==> src/rtl/ff_bank_universal_pkg.sv <==
//------------------------------------------------------------------------------
// Module   : ff_bank_universal_pkg
// Brief    : Mode codes shared by the universal flip-flop bank and its bit cell.
// Revision : 1.0 - initial release
//------------------------------------------------------------------------------
`default_nettype none

package ff_bank_universal_pkg;

  typedef logic [2:0] mode_t;

  localparam mode_t MODE_HOLD = 3'd0;
  localparam mode_t MODE_D    = 3'd1;
  localparam mode_t MODE_T    = 3'd2;
  localparam mode_t MODE_JK   = 3'd3;
  localparam mode_t MODE_SR   = 3'd4;
  localparam mode_t MODE_CN   = 3'd5;
  localparam mode_t MODE_SHL  = 3'd6;
  localparam mode_t MODE_SHR  = 3'd7;

endpackage

`default_nettype wire

==> src/rtl/ff_cell.sv <==
//------------------------------------------------------------------------------
// Module   : ff_cell
// Brief    : Next-state logic for one bit of the universal flip-flop bank.
// Revision : 1.0 - initial release
//------------------------------------------------------------------------------
`default_nettype none

module ff_cell
  import ff_bank_universal_pkg::*;
(
  input  logic [2:0] mode,
  input  logic       a,
  input  logic       b,
  input  logic       q_cur,
  input  logic       shift_in,
  output logic       q_next,
  output logic       sr_conflict
);

  always_comb begin
    q_next      = q_cur;
    sr_conflict = 1'b0;
    case (mode)
      MODE_HOLD: q_next = q_cur;
      MODE_D:    q_next = a;
      MODE_T:    q_next = q_cur ^ a;
      MODE_JK: begin
        case ({a, b})
          2'b01:   q_next = 1'b0;
          2'b10:   q_next = 1'b1;
          2'b11:   q_next = ~q_cur;
          default: q_next = q_cur;
        endcase
      end
      MODE_SR: begin
        // s=r=1 holds the bit; the conflict is reported upward instead
        if (a && !b)      q_next = 1'b1;
        else if (!a && b) q_next = 1'b0;
        sr_conflict = a & b;
      end
      MODE_CN: begin
        if (b) q_next = a ? ~q_cur : 1'b0;
      end
      MODE_SHL:  q_next = shift_in;
      MODE_SHR:  q_next = shift_in;
      default:   q_next = q_cur;
    endcase
  end

endmodule

`default_nettype wire

==> src/rtl/ff_bank_universal.sv <==
//------------------------------------------------------------------------------
// Module   : ff_bank_universal
// Brief    : WIDTH-bit mode-selectable flip-flop bank with SR-conflict flag and
//            saturating change counter.
// Revision : 1.0 - initial release
//------------------------------------------------------------------------------
`default_nettype none

module ff_bank_universal
  import ff_bank_universal_pkg::*;
#(
  parameter int               WIDTH     = 8,
  parameter logic [WIDTH-1:0] RESET_VAL = '0,
  parameter int               CNT_W     = 8
) (
  input  logic             clk,
  input  logic             reset,
  input  logic             en,
  input  logic [2:0]       mode,
  input  logic [WIDTH-1:0] a,
  input  logic [WIDTH-1:0] b,
  input  logic             err_clr,
  output logic [WIDTH-1:0] q,
  output logic [WIDTH-1:0] qbar,
  output logic             sr_err,
  output logic [CNT_W-1:0] chg_cnt
);

  localparam logic [CNT_W-1:0] c_CNT_MAX = {CNT_W{1'b1}};

  logic [WIDTH-1:0] r_q;
  logic             r_sr_err;
  logic [CNT_W-1:0] r_chg_cnt;

  logic [WIDTH-1:0] w_q_next;
  logic [WIDTH-1:0] w_conflict;
  logic [WIDTH-1:0] w_shl;
  logic [WIDTH-1:0] w_shr;
  logic [WIDTH-1:0] w_shift_in;

  // Serial-in bits enter at the ends: a[0] for left shift, a[WIDTH-1] for right
  assign w_shl      = {r_q[WIDTH-2:0], a[0]};
  assign w_shr      = {a[WIDTH-1], r_q[WIDTH-1:1]};
  assign w_shift_in = (mode == MODE_SHR) ? w_shr : w_shl;

  for (genvar gi = 0; gi < WIDTH; gi++) begin : g_cell
    ff_cell u_cell (
      .mode        (mode),
      .a           (a[gi]),
      .b           (b[gi]),
      .q_cur       (r_q[gi]),
      .shift_in    (w_shift_in[gi]),
      .q_next      (w_q_next[gi]),
      .sr_conflict (w_conflict[gi])
    );
  end

  always_ff @(posedge clk) begin
    if (reset) begin
      r_q       <= RESET_VAL;
      r_sr_err  <= 1'b0;
      r_chg_cnt <= '0;
    end else begin
      if (en) r_q <= w_q_next;

      if (en && (|w_conflict)) r_sr_err <= 1'b1;
      else if (err_clr)        r_sr_err <= 1'b0;

      if (en && (w_q_next != r_q) && (r_chg_cnt != c_CNT_MAX))
        r_chg_cnt <= r_chg_cnt + 1'b1;
    end
  end

  assign q       = r_q;
  assign qbar    = ~r_q;
  assign sr_err  = r_sr_err;
  assign chg_cnt = r_chg_cnt;

endmodule

`default_nettype wire
==> config.mk <==
export PLATFORM = sky130hd
export DESIGN_NAME = ff_bank_universal
export DESIGN_NICKNAME = d
export VERILOG_FILES = /design/src/rtl/ff_bank_universal_pkg.sv /design/src/rtl/ff_cell.sv /design/src/rtl/ff_bank_universal.sv
export SDC_FILE = /design/constraint.sdc
export NUM_CORES = 1
export LEC_CHECK = 0
export BUFFER_PORTS_ARGS = -buffer_cell sky130_fd_sc_hd__buf_2
export CORE_ASPECT_RATIO = 1.4
export CORE_MARGIN = 10
export CORE_UTILIZATION = 35
export CTS_CLUSTER_SIZE = 16
export DETAILED_ROUTE_END_ITERATION = 16
export PLACE_DENSITY = 0.52
export SYNTH_ARGS = -nofsm -noshare
export SYNTH_HDL_FRONTEND = slang
export SYNTH_SLANG_ARGS = --single-unit
==> constraint.sdc <==
create_clock -name clk -period 4.37 [get_ports clk]
set_input_delay 0.2185 -clock clk [delete_from_list [all_inputs] [get_ports clk]]
set_output_delay 0.2185 -clock clk [all_outputs]
set_load 0.03 [all_outputs]
# --- Word-level counts from Yosys, hierarchy flattened ---
# Index checks and enable logic that the tools add are counted.
totals:
  reg_bits: 17
  in_bits: 23
  output_inout_bits: 25
  wordCells: 160
op_classes:
  n_addsub: 1
  n_eq_ne: 33
  muxes: 59
  bitwise: 25
  reduce_logical: 39
op_table:
  columns: ["op", "n"]
  rows:
  - ["1-bit case mux with 7 select lines", 8]
  - ["1-bit two-way mux", 42]
  - ["2-bit == test (second input constant)", 16]
  - ["1-bit case mux with 3 select lines", 8]
  - ["1-bit logical AND", 19]
  - ["2-bit by 1-bit == test with 1-bit output (second input constant)", 8]
  - ["1-bit zero test", 16]
  - ["3-bit == test (second input constant)", 4]
  - ["8-bit by 1-bit adder with 8-bit output (second input constant)", 1]
  - ["1-bit bitwise AND", 8]
  - ["8-bit two-way mux", 1]
  - ["8-bit != test", 1]
  - ["8-bit != test (second input constant)", 1]
  - ["1-bit inverter", 8]
  - ["8-bit inverter", 1]
  - ["8-bit OR reduction", 1]
  - ["1-bit bitwise XOR", 8]
  - ["3-bit by 2-bit == test with 1-bit output (second input constant)", 2]
  - ["3-bit by 1-bit == test with 1-bit output (second input constant)", 1]
  - ["3-bit zero test", 1]
  - ["2-bit nonzero test", 1]
  - ["2-bit OR reduction", 1]

# --- Depth between registers and ports, before layout ---
# Gate-level depths: netlist of the first run.
logic_depth:
  ltp_word: 8
  depth_mapped: 12
  mapped_depth_nobuf: 10

# --- Cells and area by module ---
# From an unflattened synthesis of the first run, not the netlist that was laid out.
hier_totals:
  cells_unflattened: 296
  area_unflattened_um2: 2031.9
modules_own_cells:
  columns: ["mod", "n_inst", "cells_per_inst", "area_per_inst_um2", "seq_area_each_um2"]
  rows:
  - ["ff_cell", 8, 23, 135.1, 0.0]
  - ["ff_bank_universal", 1, 112, 950.9, 340.3]

# --- Least setup slack after synthesis of the first run ---
# OpenSTA, ideal clock, no wires.
synth_path:
  path_kind: "register to register"
  startpoint: "register r_q[1] (netlist: q[1])"
  endpoint: "register r_chg_cnt[0] (netlist: chg_cnt[0])"
  setup_ns: 0.121
  arrival_time_ns: 2.923
  required_ns: 4.249
  path_slack_ns: 1.325
  path_stages_with_launch: 12
  n_path_buf: 2
  synth_period_minus_slack_ns: 3.045
  cell_sequence: "dfxtp_1 -> buf_2 -> inv_1 -> ha_1 -> and3b_1 -> a311oi_1 -> a211oi_1 -> a2111o_1 -> or4_1 -> buf_6 -> and3_4 -> mux2_4"
synth_via:
  elab_chain_cells: 7
  word_cells_on_any_way: 14
  cone_classes: "eq/ne: 1; mux: 9; bitwise: 2; reduce/logical: 2"
synth_lines:
  columns: ["element", "line", "source"]
  rows:
  - ["start: declaration", "ff_bank_universal.sv:31", "logic [WIDTH-1:0] r_q;"]
  - ["start signal: assignment", "ff_bank_universal.sv:64", "if (en) r_q <= w_q_next;"]
  - ["1-bit inverter", "ff_cell.sv:31, ff_cell.sv:42", null]
  - ["1-bit two-way mux (2 in series)", "ff_cell.sv:42", "if (b) q_next = a ? ~q_cur : 1'b0;"]
  - ["1-bit case mux with 7 select lines", "ff_cell.sv:23", "case (mode)"]
  - ["8-bit != test (*)", "ff_bank_universal.sv:69", "if (en && (w_q_next != r_q) && (r_chg_cnt != c_CNT_MAX))"]
  - ["1-bit logical AND (*) (2 in series)", "ff_bank_universal.sv:69", null]
  - ["end signal: assignment", "ff_bank_universal.sv:70", "r_chg_cnt <= r_chg_cnt + 1'b1;"]
  - ["end: declaration", "ff_bank_universal.sv:33", "logic [CNT_W-1:0] r_chg_cnt;"]
# Mark *: on every way between the ends. The rest lies on a longest branch, timed or not.
# A chain may end at the register's enable or synchronous reset.

# --- Worst setup path after layout of the first run ---
# Same ends and word-level chain as after synthesis.

==> results.md, run 1 <==
Run status:
- The run finished with clean final reports.

Logic synthesis:
- By area the synthesized netlist is led by dfxtp_1 (16%), ha_1 (5.4%), mux2i_1 (4.8%), nor2_1 (4.7%), a311oi_1 (4.2%).
- In this run, synthesis produced a sequential element count of 17.
- The largest total area in the synthesized netlist belongs to dfxtp_1.
- The commonest cells after synthesis are nor2_1 (26), dfxtp_1 (17), inv_1 (15).
- In this run, distinct cell masters in the synthesized netlist total 68.
- Among all flip-flop cells after synthesis, the most frequent one is dfxtp_1.
- The most common cell in the synthesized netlist is nor2_1.
- The cell area after technology mapping is 2080 µm².
- The share of synthesized area in the top cell type comes to about 16%.
- The mean instance size in the synthesized netlist is 7.69 µm².
- The synthesized net count is 303.
- During synthesis, Yosys emitted a total of 0 warnings.
- The proportion of synthesized flip-flops having asynchronous set or reset is 0%.
- The number of enable-type register cells in the synthesized netlist is 0.
- Summing the sequential cell areas from Yosys gives between 15 and 20% of the chip area.
- Counting every instance in the synthesized netlist gives ~270.

STA:
- The routed design could run at a clock period as short as 3.30 ns.
- The actual slew at the worst max-slew pin is slightly above 0.6 ns.
- The count of final hold-check violations is 0.
- The aggregate negative setup slack is 0 ns.
- The worst path uses 75.5% of the clock period.
- The clock arrives with 0.00360 ns of skew.
- The final number of setup-violating endpoints is 0.
- The number of pins exceeding their max-slew limit in the final report came to 0.
- The worst relative slew slack is 58.8%.
- Setup repair after global routing left no endpoint under its margin.
- The top achievable clock speed is 0.303 GHz.

Min path:
- The end point of the most critical hold path is sr_err.
- The type of the worst min-delay path is primary input to flip-flop.
- The source of the worst hold timing path is err_clr.
- Along the worst hold path, the cell count comes to 3.

Layout:
- With fillers left out, the area of the finished cells amounts to 2270 µm².
- The share of final-layout standard cells stronger than drive strength 1 is 22.6%.
- The final layout contains 329 nets.
- Cells fill 39.0% of the core in the end.
- The area growth from synthesis to layout is 8.89%.
- The count of antenna diodes in the layout is 0.

Critical path:
- The worst setup path is captured at a flip-flop.
- Counting cells, the worst reg-to-reg path comes to 9.
- The critical path class is flip-flop to flip-flop.
- The worst endpoint required time is around 4.5 ns.
- The worst setup path is launched from a flip-flop.
- Along the worst path, the maximum fanout reaches 10.
- The beginning of the worst register-to-register path is q[1].
- Data on the critical path arrives at its endpoint at 3.45 ns.
- Across all register-to-register paths, the minimum setup slack is about 1.1 ns.
- The end of the worst register-to-register path is chg_cnt[0].

Clock tree:
- Buffers inserted during clock tree synthesis total 3.
- For this design, the sink count on the clock tree is 17.
- The clock-pin transition on the worst setup and hold timing paths is 0.07 ns.
- The number of hold buffers added after CTS was 0.
- The later-pin clock latency in the skew report is 0.25 ns.
- Once the clock tree was built, the resizer swapped 0 gates to a different size.
- CTS built an H-tree with a depth of 1.
- The TritonCTS clock tree is built.
- Clock tree synthesis selected as its root buffer the cell clkbuf_8.
- The longest clock path from root to sink contains 2 buffers.
- The number of setup buffers added after CTS is 0.

GRT:
- The first global-routing pass estimated roughly 10000 µm of wire.
- The residual overflow from global routing is 0.
- Across every metal layer, demand over resource in global routing totals 12.9%.
- The number of antenna violations at the first check in global routing is 0.
- The via count of the first global-routing pass is about 2000.
- The largest net degree at the start of global routing is 36.

Route:
- The detailed-route wire length per cell is roughly 17 µm.
- The final routed wirelength across all metal layers is 6270 µm.
- The number of optimization iterations in the first detailed-route pass is 4.
- Using the TritonRoute via totals, the vias-per-cell ratio works out to around 5.7.
- In this run the remaining antenna-violating nets after routing total 0.
- Summing over every cut layer, the via total after detailed routing is 2086.
- The final routed DRC violation total is 0.
- After the first detailed-routing iteration, the DRC count stood at 61.

Floorplanning:
- The width of the chip is 85.2 µm.
- The number of standard-cell rows in the floorplan is 33.
- Once the floorplan was initialized, standard cells occupied 35.8% of the core.
- The core region is 5820 µm².
- The die span in y is 111 µm.
- For this design the top-level I/O count stands at 48.
- The floorplan step defined a die boundary enclosing 9480 µm².

Pwr:
- After layout, the design draws a total of 516 µW.
- The maximum vdd ir drop is 0.0000764 V.
- For this design the static power due to leakage is about 1 nW.
- The power density normalized to cell area is 228 nW/µm².

Placement:
- Port buffering added 47 buffers.
- After detailed placement, the total cell area comes to 2220 µm².
- Routability-driven placement finished with a final weighted congestion of 0.782.
- Detailed placement finished with a half-perimeter wire length of ~4800 µm.

Flow run:
- The tool flagged a number of max-cap violations equal to 0.
==> power breakdown <==
part           switching, mW  leakage [nW]  internal (mW)
combinational          0.132         0.829         0.0815
clock                 0.0548        0.0228         0.0648
sequential            0.0193         0.139          0.164
total                  0.206         0.991          0.310
==> placed cells by master (no fill, tap or decap), types with 2 or more instances in the layout <==
master,n
o2111ai_1,3
a31oi_1,3
dfxtp_1,17
nor3_1,6
nand4_1,4
a21o_1,5
a21oi_1,9
and2b_1,3
ha_1,9
nand2_1,11
a22oi_1,4
mux2_2,5
clkbuf_8,3
inv_2,2
a211oi_1,9
buf_2,47
and2_1,3
and3_1,5
mux2i_1,10
inv_1,15
o22ai_1,5
o21ai_0,8
nand4b_1,2
nand3_1,6
and3b_1,3
nor2_1,26
nand2b_1,11
a211o_1,2
a311oi_1,10
nor2b_1,14
==> routing by layer <==
| metal | up-vias | track usage [%] | part of all wire [%] |
|---|---|---|---|
| met5 | - | 0 | 0 |
| met4 | 0 | 4.74 | 1.6 |
| met3 | 8 | 1.99 | 4.5 |
| met2 | 51 | 21.6 | 51 |
| met1 | 978 | 16.0 | 43 |
| li1 | 1049 | - | - |
==> layout make-up <==
cell class	instances	area, µm²
inverters	17	63.8
well taps	70	87.6
repair buffers	47	235
flip-flops and latches	17	340
clock buffers	4	45.0
multi-input cells	211	1500
fillers	649	3550
==> state kept, by name, indices dropped and copies added, names as in the netlist <==
| register | cells |
|---|---|
| sr_err | 1 |
| chg_cnt | 8 |
| q | 8 |
==> per-stage QoR <==
stage / setup WS, ns / std cells / hold WS [ns]
after floorplan: 1.33 / 271 / 0.396
after global placement: 1.10 / 362 / 0.462
after detailed placement: 1.11 / 362 / 0.463
after CTS: 1.08 / 366 / 0.220
after global routing: 0.880 / 366 / 0.255
final: 1.07 / 366 / 0.221
==> how the worst max path moves through the flow <==
| stage | startpoint | end | slack (ns) | cells past startpoint |
|---|---|---|---|---|
| CTS | q[1] | chg_cnt[0] | 1.08 | 9 |
| global route | q[1] | chg_cnt[0] | 0.88 | 9 |
| global placement | q[1] | chg_cnt[0] | 1.10 | 9 |
| floorplan | q[1] | chg_cnt[0] | 1.33 | 11 |
| detailed placement | q[1] | chg_cnt[0] | 1.11 | 9 |
| finish | q[1] | chg_cnt[0] | 1.07 | 9 |
==> critical path, stage by stage, from the launching register on <==
cell,delay [ns]
dfxtp_1,0.56
inv_1,0.13
ha_1,0.28
and3b_1,0.16
a311oi_1,0.24
a211oi_1,0.17
a2111o_1,0.44
or4_1,0.65
and3_4,0.26
mux2_4,0.29
==> cells by family after synthesis <==
logic type,synth area share (%)
mux,8.23
buf+inv,11.8
xor+xnor,0.420
flops,16.3
compound gates,27.2
simple gates,29.6
fa+ha+maj,6.43
No activity file was read; power rests on OpenSTA's default activity.
==> run 2, diff against run 1 <==
==> constraint.sdc (replaced) <==
create_clock -name clk -period 3.2 [get_ports clk]
set_input_delay 0.16 -clock clk [delete_from_list [all_inputs] [get_ports clk]]
set_output_delay 0.16 -clock clk [all_outputs]
set_load 0.03 [all_outputs]
==> run 2 against run 1 <==
Non-clock buffer count grew 15. Highest routed layer unchanged. Global-route usage decreased by 0.23 points. Clock skew about the same. Cell count rose by 4.1%. Combinational power is 55% higher. Clock-buffer cell count stayed put. Register-to-register slack lost 0.88 ns. Clock power up 38%.
==> results.md, run 2 (synthesized netlist as in run 1, its figures left out) <==
Layout:
- Relative to the synthesized area, the layout overhead comes to 14.3%.
- The multi-input gate area in the final layout is 1500 µm².
- The commonest non-fill, non-tap cell in the layout is buf_2.
- The sequential cells in the finished layout cover a total of 340 µm².
- The repair_antennas step left the layout with diodes totalling 0.
- In the final layout, the share of cells above drive strength 1 is 26.4%.
- The final-stage net count is 344.
- Leaving out fill and tap cells, the most frequent cells in the layout are buf_2 (47), nor2_1 (26), dfxtp_1 (17).
- The layout has 617 filler cells.

GRT:
- The residual overflow from global routing is 0.
- The number of antenna violations at the first check in global routing is 0.
- The via count of the first global-routing pass came to 2044.
- The largest net degree at the start of global routing is 28.
- The first global-routing pass estimated 10300 µm of wire.
- The aggregate global-route resource usage is 12.7%.

STA:
- The number of pins exceeding their max-slew limit in the final report was 0.
- Setup violations remaining at the end of the flow were counted as 0.
- Summed over all failing endpoints, the final setup total negative slack is 0 ns.
- In the finished design, the share of the clock period the worst path needs comes to 94.1%.
- The count of final hold-check violations is 0.
- The actual slew at the worst max-slew pin is 0.615 ns.
- Across all hold checks on the routed design, the worst slack comes to between 0.15 and 0.2 ns.
- The top achievable clock speed is between 0.3 and 0.4 GHz.
- Setup repair after global routing left no endpoint under its margin.
- The worst relative slew slack is around three fifths.
- The setup skew after layout is 0.00344 ns.
- The routed design could run at a clock period as short as 3.01 ns.

Clock tree:
- In this run the clock root is driven by a clkbuf_8.
- Once the clock tree was built, the resizer swapped 0 gates to a different size.
- The TritonCTS clock tree is built.
- The later-pin clock latency in the skew report is 0.26 ns.
- The number of buffers inserted during clock tree synthesis is 3.
- The number of hold buffers added after CTS is 0.
- The count of H-tree levels built during CTS is 1.
- The clock drives 17 sinks.
- The clock-pin transition on the worst setup and hold timing paths is roughly 0.07 ns.
- The clock passes through at most 2 buffers.
- The number of setup buffers added after CTS is 0.

Pwr:
- The maximum vdd ir drop is 0.000109 V.
- Power spread over the standard cell area amounts to 306 nW/µm².
- The leakage dissipation is between 1 and 1.5 nW.

Placement:
- The number of buffers inserted by port buffering is 47.
- Summed over all nets, the half-perimeter wirelength after detailed placement is 5030 µm.
- The last weighted congestion value of the routability-driven placer is 0.892.

Route:
- Wires add up to 6380 µm.
- The total number of vias is 2160.
- In the routed design, unresolved DRC markers number 0.
- The violation count after the first detailed-routing iteration is 120.
- The count of nets left with antenna violations once routing finished came out at 0.
- The routed via count divided by cell count is 5.67.
- The first detailed-routing pass ran for 4 iterations.
- The detailed-route wire length per cell is approximately 17 µm.

Critical path:
- The kind of cell with the highest combined delay on the critical path is simple AND/OR/NAND/NOR gates.
- The end of the worst register-to-register path is chg_cnt[0].
- The most critical setup path has its endpoint at chg_cnt[0].
- The critical path runs through a total of 9 cells.
- The signal on the critical path passes through inv_1, ha_1, and3b_1, a311oi_1, a211oi_1, a2111o_1, or4_1, and3_4, mux2_4.
- The data arrival time at the worst-slack endpoint is approximately 3.2 ns.
- The worst register-to-register path begins at q[1].
- Tracing the worst setup path back leads to its startpoint at q[1].
- The number of buffer and inverter stages on the critical path is 1.
- The number of cells on the worst reg-to-reg path is 9.
- The minimum setup slack among reg-to-reg paths is 0.19 ns.
- The worst setup path is launched from a flip-flop.
- In this run the worst path has a maximum fanout of 9.
- The largest stage delay on the critical path is 0.66 ns.
- The worst setup path is captured at a flip-flop.
- The slowest stage of the critical path is the or4_1 cell.
- The worst endpoint required time is 3.35 ns.
- The critical path class is flip-flop to flip-flop.

Floorplanning:
- The width of the chip is between 80 and 90 µm.
- The die area is 9480 µm².
- The floorplan has 33 rows.
- The total core area is 5820 µm².
- The number of top-level design ports is 48.
- The die span in y is 111 µm.
- The initial utilization of the core area, before any placement, comes to 35.8%.

Min path:
- The type of the worst min-delay path is primary input to flip-flop.

Flow run:
- The tool flagged a number of max-cap violations equal to 0.

Run status:
- The flow ran to the end, and the final reports show no timing, DRC or antenna violations.
[run 2: how the worst min path moves through the flow]
stage,slack [ns],endpoint,startpoint,depth (start not counted)
after floorplan,0.34,sr_err,err_clr,2
after global placement,0.43,sr_err,err_clr,3
after detailed placement,0.45,sr_err,err_clr,3
after CTS,0.17,sr_err,err_clr,3
after global routing,0.18,sr_err,err_clr,3
final,0.16,sr_err,err_clr,3
[run 2: final cells by class]
cell class              count  area share (%)
multi-input cells         211            62.8
repair buffers             62            14.6
flip-flops and latches     17            14.3
well taps                  70            3.68
inverters                  17            2.68
clock buffers               4            1.89
[run 2: per-layer routing]
metal / GRT usage (%) / vias up / wire length (µm)
met5: 0 / - / 0
met3: 2.21 / 6 / 355
met4: 4.41 / 0 / 86
met1: 15.6 / 1007 / 2660
li1: - / 1076 / -
met2: 21.3 / 71 / 3270
[run 2: power by group]
part / internal, mW / leakage [nW] / switching, mW / total, mW
Clock: 0.0885 / 0.0228 / 0.0771 / 0.166
Sequential: 0.224 / 0.139 / 0.00797 / 0.232
Combinational: 0.129 / 0.903 / 0.204 / 0.332
[run 2: worst register-to-register path, cell delays in order, from the launching register on]
cell and delay, ns:
dfxtp_1 0.36, inv_1 0.09, ha_1 0.26, and3b_1 0.16, a311oi_1 0.23, a211oi_1 0.16, a2111o_1 0.45, or4_1 0.66
and3_4 0.26, mux2_4 0.29
[run 2: through the flow]
step	instance area [µm²]	cells	utilization (%)	setup WS [ns]	power (mW)
global placement	2340	377	40.1	0.183	0.570
global route	2380	381	40.9	0.0401	0.773
CTS	2380	381	40.9	0.195	0.736
detailed placement	2340	377	40.1	0.213	0.569
finish	2380	381	40.9	0.188	0.730
floorplan	2080	271	-	0.155	0.475
